## src/rtl/buck_pwm_ctrl_if.sv

```systemverilog
// Duty-command handshake between the closed-loop controller and buck_pwm_ctrl.
interface buck_pwm_ctrl_if #(
  parameter int unsigned CNT_WIDTH = 16
);
  logic [CNT_WIDTH-1:0] duty_cmd;
  logic                 duty_valid;
  logic                 duty_ready;

  modport master (output duty_cmd, output duty_valid, input duty_ready);
  modport slave  (input duty_cmd, input duty_valid, output duty_ready);
endinterface

```

## src/rtl/buck_pwm_ctrl.sv

```systemverilog
// Run-time programmable PWM modulator for the buck stage: boundary-applied duty commands,
// min-on/min-off clamping, soft-start and a mid-on-time current-sense strobe.
module buck_pwm_ctrl #(
  parameter int unsigned CNT_WIDTH = 16,
  parameter int unsigned PERIOD    = 200,
  parameter int unsigned MIN_ON    = 2,
  parameter int unsigned MIN_OFF   = 2,
  parameter int unsigned SS_STEP   = 1
) (
  input  logic                 clk,
  input  logic                 rst,
  input  logic                 en,
  buck_pwm_ctrl_if.slave       duty_if,
  output logic                 gate,
  output logic                 period_start,
  output logic                 sample,
  output logic [CNT_WIDTH-1:0] duty_active,
  output logic                 ss_done
);

  localparam int unsigned XW = CNT_WIDTH + 1;
  typedef logic [XW-1:0] ext_t;
  localparam ext_t PeriodX = ext_t'(PERIOD);
  localparam ext_t LastX   = ext_t'(PERIOD - 1);
  localparam ext_t MinOnX  = ext_t'(MIN_ON);
  localparam ext_t MaxOnX  = ext_t'(PERIOD - MIN_OFF);
  localparam ext_t StepX   = ext_t'(SS_STEP);

  logic [CNT_WIDTH-1:0] cnt_q, cnt_d;
  logic [CNT_WIDTH-1:0] pending_q, pending_d;
  logic [CNT_WIDTH-1:0] cmd_q, cmd_d;
  logic [CNT_WIDTH-1:0] ss_limit_q, ss_limit_d;
  logic [CNT_WIDTH-1:0] duty_eff_q, duty_eff_d;
  logic                 pending_full_q, pending_full_d;
  logic                 run_q;
  logic                 ready_q, gate_q, period_start_q, sample_q, ss_done_q;
  logic                 gate_d, sample_d, ss_done_d;
  logic                 accept, boundary;
  ext_t                 ss_sum, m;

  always_comb begin
    accept   = duty_if.duty_valid && ready_q;
    // run_q low means this is the first enabled edge, which starts a fresh period.
    boundary = en && (!run_q || ({1'b0, cnt_q} == LastX));

    cnt_d = '0;
    if (en && !boundary) cnt_d = cnt_q + CNT_WIDTH'(1);

    pending_d      = accept ? duty_if.duty_cmd : pending_q;
    pending_full_d = pending_full_q;
    cmd_d          = cmd_q;
    if (boundary && pending_full_q) begin
      cmd_d          = pending_q;
      pending_full_d = 1'b0;
    end
    if (accept) pending_full_d = 1'b1;

    ss_sum     = {1'b0, ss_limit_q} + StepX;
    ss_limit_d = ss_limit_q;
    duty_eff_d = duty_eff_q;
    m          = '0;
    if (!en) begin
      ss_limit_d = '0;
      duty_eff_d = '0;
    end else if (boundary) begin
      ss_limit_d = (ss_sum > PeriodX) ? PeriodX[CNT_WIDTH-1:0] : ss_sum[CNT_WIDTH-1:0];
      m = ({1'b0, cmd_d} < {1'b0, ss_limit_d}) ? {1'b0, cmd_d} : {1'b0, ss_limit_d};
      if (m == '0)          duty_eff_d = '0;
      else if (m < MinOnX)  duty_eff_d = MinOnX[CNT_WIDTH-1:0];
      else if (m > MaxOnX)  duty_eff_d = MaxOnX[CNT_WIDTH-1:0];
      else                  duty_eff_d = m[CNT_WIDTH-1:0];
    end

    // Outputs are computed from next-state so the flops line up with cnt.
    gate_d    = cnt_d < duty_eff_d;
    sample_d  = en && (duty_eff_d != '0) && (cnt_d == (duty_eff_d >> 1));
    ss_done_d = ({1'b0, ss_limit_d} == PeriodX);
  end

  always_ff @(posedge clk or negedge rst) begin
    if (!rst) begin
      cnt_q          <= '0;
      pending_q      <= '0;
      pending_full_q <= 1'b0;
      cmd_q          <= '0;
      ss_limit_q     <= '0;
      duty_eff_q     <= '0;
      run_q          <= 1'b0;
      ready_q        <= 1'b1;
      gate_q         <= 1'b0;
      period_start_q <= 1'b0;
      sample_q       <= 1'b0;
      ss_done_q      <= 1'b0;
    end else begin
      cnt_q          <= cnt_d;
      pending_q      <= pending_d;
      pending_full_q <= pending_full_d;
      cmd_q          <= cmd_d;
      ss_limit_q     <= ss_limit_d;
      duty_eff_q     <= duty_eff_d;
      run_q          <= en;
      ready_q        <= !pending_full_d;
      gate_q         <= gate_d;
      period_start_q <= boundary;
      sample_q       <= sample_d;
      ss_done_q      <= ss_done_d;
    end
  end

  assign duty_if.duty_ready = ready_q;
  assign gate               = gate_q;
  assign period_start       = period_start_q;
  assign sample             = sample_q;
  assign duty_active        = duty_eff_q;
  assign ss_done            = ss_done_q;

endmodule

```

## src/flat_wrapper.sv

```systemverilog
// flat-port wrapper written by rule: the top's interface ports become plain ports
module buck_pwm_ctrl_flat 
#(
  parameter int unsigned CNT_WIDTH = 16,
  parameter int unsigned PERIOD    = 200,
  parameter int unsigned MIN_ON    = 2,
  parameter int unsigned MIN_OFF   = 2,
  parameter int unsigned SS_STEP   = 1
)
  (clk, rst, en, gate, period_start, sample, duty_active, ss_done, duty_if_duty_cmd, duty_if_duty_valid, duty_if_duty_ready);
  buck_pwm_ctrl_if #(.CNT_WIDTH(CNT_WIDTH)) duty_if_i ();
  input  logic clk;
  input  logic rst;
  input  logic en;
  output logic gate;
  output logic period_start;
  output logic sample;
  output logic [CNT_WIDTH-1:0] duty_active;
  output logic ss_done;
  input wire logic [$bits(duty_if_i.duty_cmd)-1:0] duty_if_duty_cmd;
  input wire logic [$bits(duty_if_i.duty_valid)-1:0] duty_if_duty_valid;
  output wire logic [$bits(duty_if_i.duty_ready)-1:0] duty_if_duty_ready;
  assign duty_if_i.duty_cmd = duty_if_duty_cmd;
  assign duty_if_i.duty_valid = duty_if_duty_valid;
  assign duty_if_duty_ready = duty_if_i.duty_ready;
  buck_pwm_ctrl #(.CNT_WIDTH(CNT_WIDTH), .PERIOD(PERIOD), .MIN_ON(MIN_ON), .MIN_OFF(MIN_OFF), .SS_STEP(SS_STEP)) u_core (.clk(clk), .rst(rst), .en(en), .duty_if(duty_if_i), .gate(gate), .period_start(period_start), .sample(sample), .duty_active(duty_active), .ss_done(ss_done));
endmodule
```

## config.mk

```make
export PLATFORM = sky130hd
export DESIGN_NAME = buck_pwm_ctrl_flat
export DESIGN_NICKNAME = d
export VERILOG_FILES = /design/src/rtl/buck_pwm_ctrl_if.sv /design/src/rtl/buck_pwm_ctrl.sv /design/src/flat_wrapper.sv
export SDC_FILE = /design/constraint.sdc
export NUM_CORES = 1
export LEC_CHECK = 0
export CAP_MARGIN = 20
export CORE_AREA = 2 2 95 97
export DETAILED_ROUTE_END_ITERATION = 8
export DIE_AREA = 0 0 97 99
export HOLD_SLACK_MARGIN = 0.03
export PLACE_DENSITY = 0.81
export SYNTH_ARGS = -nofsm -noshare
export SYNTH_HDL_FRONTEND = slang
export SYNTH_SLANG_ARGS = --single-unit
```

## constraint.sdc

```tcl
create_clock -name clk -period 13.7 [get_ports clk]
set_input_delay 2.055 -clock clk [delete_from_list [all_inputs] [get_ports clk]]
set_output_delay 2.055 -clock clk [all_outputs]
set_load 0.02 [all_outputs]
```

==> results of run 1 <==
## layout by cell type, fill, tap and decap left out, types with 14 or more instances in the layout
| master | instances |
|---|---|
| xnor2_1 | 16 |
| dfrtp_1 | 86 |
| inv_1 | 32 |
| nor2_1 | 50 |
| nand2_1 | 80 |
| xor2_1 | 15 |
| nand3_1 | 20 |
| clkdlybuf4s50_1 | 39 |
| mux2_2 | 16 |
| a21oi_1 | 27 |
| o21ai_0 | 14 |
| ha_1 | 33 |
## kinds of logic after synthesis
family          Yosys count  share of synthesized area
fa+ha+maj                33                    0.07736
compound gates          112                     0.1505
simple gates            238                     0.2232
other cells               1                  0.0007026
flops                    87                     0.4081
buf+inv                  52                    0.04055
mux                      24                    0.04876
xor+xnor                 31                    0.05087
## per-stage QoR
stage | util | setup slack (ns) | hold WS, ns | instance area, um^2 | std cells
final | 0.7040 | 6.319 | 0.5249 | 6020 | 733
after global placement | 0.6806 | 6.311 | 0.4985 | 5819 | 716
after floorplan | - | 7.468 | 0.4622 | 5364 | 585
after global routing | 0.7040 | 5.882 | 0.5619 | 6020 | 733
after CTS | 0.7008 | 6.388 | 0.5275 | 5992 | 732
after detailed placement | 0.6806 | 6.019 | 0.4953 | 5819 | 716
## cell type report
| class | count | area, um^2 | share of cell area |
|---|---|---|---|
| Tap cell | 108 | 135.1 | 0.02245 |
| Sequential cell | 87 | 2178 | 0.3619 |
| Clock inverter | 6 | 45.04 | 0.007483 |
| Inverter | 33 | 123.9 | 0.02058 |
| Clock buffer | 10 | 127.6 | 0.02120 |
| Multi-Input combinational cell | 446 | 2969 | 0.4932 |
| Timing Repair Buffer | 43 | 440.4 | 0.07317 |
## worst max-delay path, cell delays in order
cell	delay, ns
clkdlybuf4s50_1	0.80
nand2_1	0.15
nor2_1	0.55
nand2_1	0.14
nand2_1	0.12
ha_1	0.27
a211oi_1	0.27
o221ai_1	0.21
a2111oi_0	0.55
and3_4	0.29
nand4_4	0.12
a211oi_2	0.32
nor2_1	0.08
o31a_1	0.30
a21oi_1	0.24
ha_1	0.28
o21a_1	0.16
o2111ai_1	0.16
a21oi_1	0.06
a2111oi_0	0.44
## where the power goes
part	internal [mW]	switching [mW]	leakage [nW]
clock	0.0666	0.0991	0.0789
sequential	0.308	0.0452	1.13
combinational	0.133	0.177	1.54
total	0.508	0.321	2.75
## layer usage
metal | vias to the layer above | GRT usage | wire length (um)
li1 | 2170 | - | -
met1 | 2251 | 0.4203 | 6077
met2 | 200 | 0.4658 | 6375
met3 | 24 | 0.04894 | 888
met4 | 0 | 0.09426 | 225
met5 | - | 0 | 0
## registers in the layout (all words and copies together), names as in the netlist, 16 cells and up
name and flops:
u_core.cmd_q 16, u_core.cnt_q 16, u_core.duty_active 16, u_core.pending_q 16, u_core.ss_limit_q 16
## worst paths after layout
path	startpoint	to	slack [ns]	depth (start not counted)
max	en	u_core.gate	6.32	20
min reg2reg	u_core.cmd_q[14]	u_core.cmd_q[14]	0.52	2
max reg2reg	u_core.ss_limit_q[0]	u_core.gate	6.69	21
min	u_core.cmd_q[14]	u_core.cmd_q[14]	0.52	2
min in group asynchronous	rst	u_core.ss_limit_q[5]	1.53	1
max in group asynchronous	rst	u_core.duty_if.duty_ready	11.51	2
==> qor.yml, run 1 <==
synth:
  netlist.top_cell.by_area: "dfrtp_1"
  synth_most_common_cell: "dfrtp_1"
  post_synth_main_area_contributors: "dfrtp_1, ha_1, nand2_1"
  ys_dominant_reg_cell: "dfrtp_1"
  yosys.cell_types.count: 73
  avgSynthCellArea_um2: 9.235
  yosys_warnings: 0
  postSynthRegisterBits: 87
  synth_async_sr_flop_share: 1.000
  synth.yosys.seq_area_share: 0.4081
  yosysTopAreaCellShare: 0.4032
  post_syn_instances: 578
  mappedNetlistArea_um2: 5338
  synth_enable_flop_cells: 0
  ys_top_cells_by_count: "dfrtp_1, nand2_1, nor2_1"
die:
  placement_rows: 34
  floorplan.die.height_um: 99
  design.die.area_um2: 9603
  core_um2: 8551
  pin_count: 41
  dieWidth_um: 97
  starting_density_of_the_core: 0.6242
routing:
  routedWlPerCell_um: 18.51
  route.final.wire_length_mm: 13.57
  remaining_drc_errors: 0
  via_per_inst: 6.337
  drtAntennaViolNets: 0
  drt_first_pass_iters: 5
  route.vias.total: 4645
  first_iteration_detailed_routing_drc_count: 465
clocking:
  ctsHtreeMaxLevel: 3
  clk_path_buf_depth: 2
  cts_num_sinks: 87
  cts-buffers-inserted: 9
  postcts_resize_cnt: 0
  clk_latency_ns: 0.37
  cts.hold.buffers_added: 0
  cts-root-buf: "clkbuf_8"
  post-cts-setup-buffers: 0
  clkSlewWorstSetupHoldPaths_ns: 0.10
  cts_tree: "done"
timing:
  max_freq_ghz: 0.1355
  setup_viol_count_final: 0
  clock_skew_ns: 0.01232
  setup_repair_after_global_routing_missed_its_margin: "false"
  timing_worst_slew_pin_value_ns: 0.8025
  finalHoldViolations: 0
  report.final.slew_viol_count: 0
  slew_hr: 0.4637
  period_minus_slack_ns: 7.381
  final.period_utilization: 0.5387
  setup_tns_ns: 0
flow_run:
  max_cap_violations: 0
global_route:
  grt_first_pass_wirelength_mm: 22.78
  antenna_found_initial: 0
  grt_remaining_overflow: 0
  first_global_vias: 4529
  grt_start_max_net_pins: 88
  gr-usage-all-layers: 0.2949
power:
  p_total_mw: 0.8290
  p_per_area_nw_per_um2: 137.7
  leakage_nw: 2.746
  vdd_ir_drop_max_mv: 0.08971
placement:
  estimated_wirelength_of_the_detail_placed_design_mm: 9.976
  globalplace.congestion: 0.9662
  port-buffer-count: 40
setup_path:
  setup.worst_path.start_class: "input port"
  required_ns: 13.93
  worstSetupPathType: "input port to register"
  crit_path_end_kind: "register"
  cp.arrival_ns: 7.61
  worst-path-max-fanout: 15
cells_and_area:
  areaGrowthSynthToFinish_pct: 12.78
  layout.nets: 673
  drive_gt1_frac: 0.07840
  insertedDiodeCount: 0
  fillerInstances: 667
min_path:
  hold_path.class: "register to register"
run_status:
  run_status: "finished clean"
Note: power is estimated with default switching activity, not from simulation.
==> run 2, diff against run 1 <==
--- a/config.mk
+++ b/config.mk
@@ -6,11 +6,11 @@
 export NUM_CORES = 1
 export LEC_CHECK = 0
 export CAP_MARGIN = 20
-export CORE_AREA = 2 2 95 97
+export CORE_AREA = 2 2 99 101
 export DETAILED_ROUTE_END_ITERATION = 8
-export DIE_AREA = 0 0 97 99
+export DIE_AREA = 0 0 101 103
 export HOLD_SLACK_MARGIN = 0.03
-export PLACE_DENSITY = 0.81
+export PLACE_DENSITY = 0.75
 export SYNTH_ARGS = -nofsm -noshare
 export SYNTH_HDL_FRONTEND = slang
 export SYNTH_SLANG_ARGS = --single-unit
==> constraint.sdc (replaced) <==
create_clock -name clk -period 7.3 [get_ports clk]
set_input_delay 1.095 -clock clk [delete_from_list [all_inputs] [get_ports clk]]
set_output_delay 1.095 -clock clk [all_outputs]
set_load 0.02 [all_outputs]
==> qor.yml, run 2 (same netlist as run 1, synthesis figures left out) <==
global_route:
  grt_remaining_overflow: 0  # unchanged
  grt_first_pass_wirelength_mm: 22.54  # -1.1%
  grt_start_max_net_pins: 60  # -32%
  gr-usage-all-layers: 0.2809  # -0.01403
  first_global_vias: 4604  # +1.7%
  antenna_found_initial: 0  # unchanged
routing:
  route.final.wire_length_mm: 13.63  # +0.44%
  drt_first_pass_iters: 5  # unchanged
  detailroute.wirelength.met3_um: 654  # -26%
  drtAntennaViolNets: 0  # unchanged
  remaining_drc_errors: 0  # unchanged
  top_layer_used: "met4"
  routedLengthMet1_mm: 6.209  # +2.2%
  route.vias.total: 4580  # -1.4%
  met2RoutedLength_mm: 6.318  # -0.89%
  first_iteration_detailed_routing_drc_count: 261  # -44%
  via_per_inst: 6.181  # -2.5%
  routedWlPerCell_um: 18.39  # -0.64%
setup_path:
  r2r_setup_slack_ns: 0.70  # -5.99 ns
  timing.rr.end: "u_core.gate"
  crit_path_end_kind: "register"
  worstSetupPathType: "register to register"
  setup.worst_path.start_class: "register"
  cp.arrival_ns: 6.84  # -0.77 ns
  timing.rr.start: "u_core.ss_limit_q[0]"
  setup_crit_start: "u_core.ss_limit_q[0]"
  reg2reg_depth: 22  # +4.8%
  required_ns: 7.54  # -6.39 ns
  worst-path-max-fanout: 14  # -1
clocking:
  clk_latency_ns: 0.37  # about the same
  cts-root-buf: "clkbuf_8"
  cts_num_sinks: 87  # unchanged
  cts.hold.buffers_added: 0  # unchanged
  ctsHtreeMaxLevel: 3  # unchanged
  clkSlewWorstSetupHoldPaths_ns: 0.10  # about the same
  cts_tree: "done"
  postcts_resize_cnt: 0  # unchanged
  post-cts-setup-buffers: 0  # unchanged
  cts-buffers-inserted: 9  # unchanged
  clk_path_buf_depth: 2  # unchanged
power:
  p_per_area_nw_per_um2: 262.4  # +91%
  leakage_nw: 2.759  # +0.45%
  vdd_ir_drop_max_mv: 0.2166  # +140%
timing:
  setup_tns_ns: 0  # unchanged
  max_freq_ghz: 0.1514
  finalHoldViolations: 0  # unchanged
  setup_repair_after_global_routing_missed_its_margin: "false"
  slew_hr: 0.4358  # -0.02796
  report.final.slew_viol_count: 0  # unchanged
  final.period_utilization: 0.9047
  finalHoldWorstSlack_ns: 0.5248  # -0.0001270 ns
  setup_viol_count_final: 0  # unchanged
  period_minus_slack_ns: 6.604
  clock_skew_ns: 0.01058  # -0.001735 ns
  timing_worst_slew_pin_value_ns: 0.8464  # +0.04388 ns
cells_and_area:
  layout.nets: 675  # +0.30%
  design_area_um2: 6047  # +0.46%
  most_frequent_cells_in_the_layout: "dfrtp_1, nand2_1, nor2_1"
  insertedDiodeCount: 0  # unchanged
  final_common_cell: "dfrtp_1"
  fillerInstances: 811  # +22%
  areaGrowthSynthToFinish_pct: 13.29
  drive_gt1_frac: 0.08134  # +0.002940
  utilization: 0.6393  # -0.06469
die:
  placement_rows: 36  # +5.9%
  dieWidth_um: 101  # +4.1%
  pin_count: 41  # unchanged
  starting_density_of_the_core: 0.5643  # -0.05995
  core_um2: 9459  # +11%
  floorplan.die.height_um: 103  # +4.0%
  design.die.area_um2: 10400  # +8.3%
placement:
  dpl-instance-area_um2: 5849  # +0.52%
  estimated_wirelength_of_the_detail_placed_design_mm: 10.27  # +2.9%
  globalplace.congestion: 0.9508  # -1.6%
  port-buffer-count: 40  # unchanged
min_path:
  hold_path.class: "register to register"
  whs_path_depth: 2  # unchanged
  holdPathEnd: "u_core.cmd_q[14]"
  worst_hold_startpoint: "u_core.cmd_q[14]"
run_status:
  run_status: "finished clean"
flow_run:
  max_cap_violations: 0  # unchanged
## run 2: cell count changes in the layout (fill, tap and decap cells not counted), sizes merged
cell and change:
buf +2, clkinv -1, bufinv +1
## run 2: layer usage
| layer | vias up | global-route usage |
|---|---|---|
| met2 | 162 | 0.4426 |
| met4 | 0 | 0.1320 |
| li1 | 2159 | - |
| met1 | 2219 | 0.3794 |
| met5 | - | 0 |
| met3 | 40 | 0.05017 |
## run 2: power by group
group | switching, mW | internal (mW) | total (mW)
combinational | 0.329 | 0.248 | 0.577
clock | 0.187 | 0.160 | 0.347
sequential | 0.0845 | 0.578 | 0.662
total | 0.601 | 0.986 | 1.59
## run 2: cell type report
type	instances	area (um^2)	share of cell area
Clock buffer	10	127.6	0.02110
Clock inverter	6	70.07	0.01159
Inverter	33	123.9	0.02048
Multi-Input combinational cell	446	2969	0.4910
Sequential cell	87	2178	0.3602
Tap cell	114	142.6	0.02359
Timing Repair Buffer	45	435.4	0.07201
## run 2: worst max-delay path, cell delays in order, from the launching register on
cell       delay [ns]
dfrtp_1          0.59
ha_1             0.37
nand3_1          0.38
nor2_1           0.32
nand4b_1         0.19
a32oi_1          0.46
and3_1           0.47
nand2_1          0.18
ha_1             0.33
nand4_1          0.12
a21oi_1          0.21
a211oi_1         0.08
a21boi_1         0.46
a21boi_1         0.39
and3_1           0.26
nor2_1           0.05
o31a_1           0.30
a21oi_1          0.25
ha_1             0.29
o21a_1           0.16
o2111ai_1        0.16
a21oi_1          0.06
a2111oi_0        0.37
## run 2: per-stage QoR
stage / instances / power [mW] / setup WS [ns]
after floorplan: 585 / 1.049 / 1.671
after detailed placement: 725 / 1.236 / 0.8215
after global placement: 725 / 1.210 / 1.139
after global routing: 741 / 1.694 / 0.1026
after CTS: 741 / 1.584 / 0.8156
final: 741 / 1.587 / 0.6960
## run 2: worst max-delay path by stage
stage / cells past startpoint / slack, ns / endpoint
2_1_floorplan: 23 / 1.67 / u_core.gate
3_3_place_gp: 21 / 1.14 / u_core.gate
3_5_place_dp: 21 / 0.82 / u_core.gate
4_1_cts: 21 / 0.82 / u_core.gate
5_1_grt: 22 / 0.10 / u_core.gate
6_report: 22 / 0.70 / u_core.gate
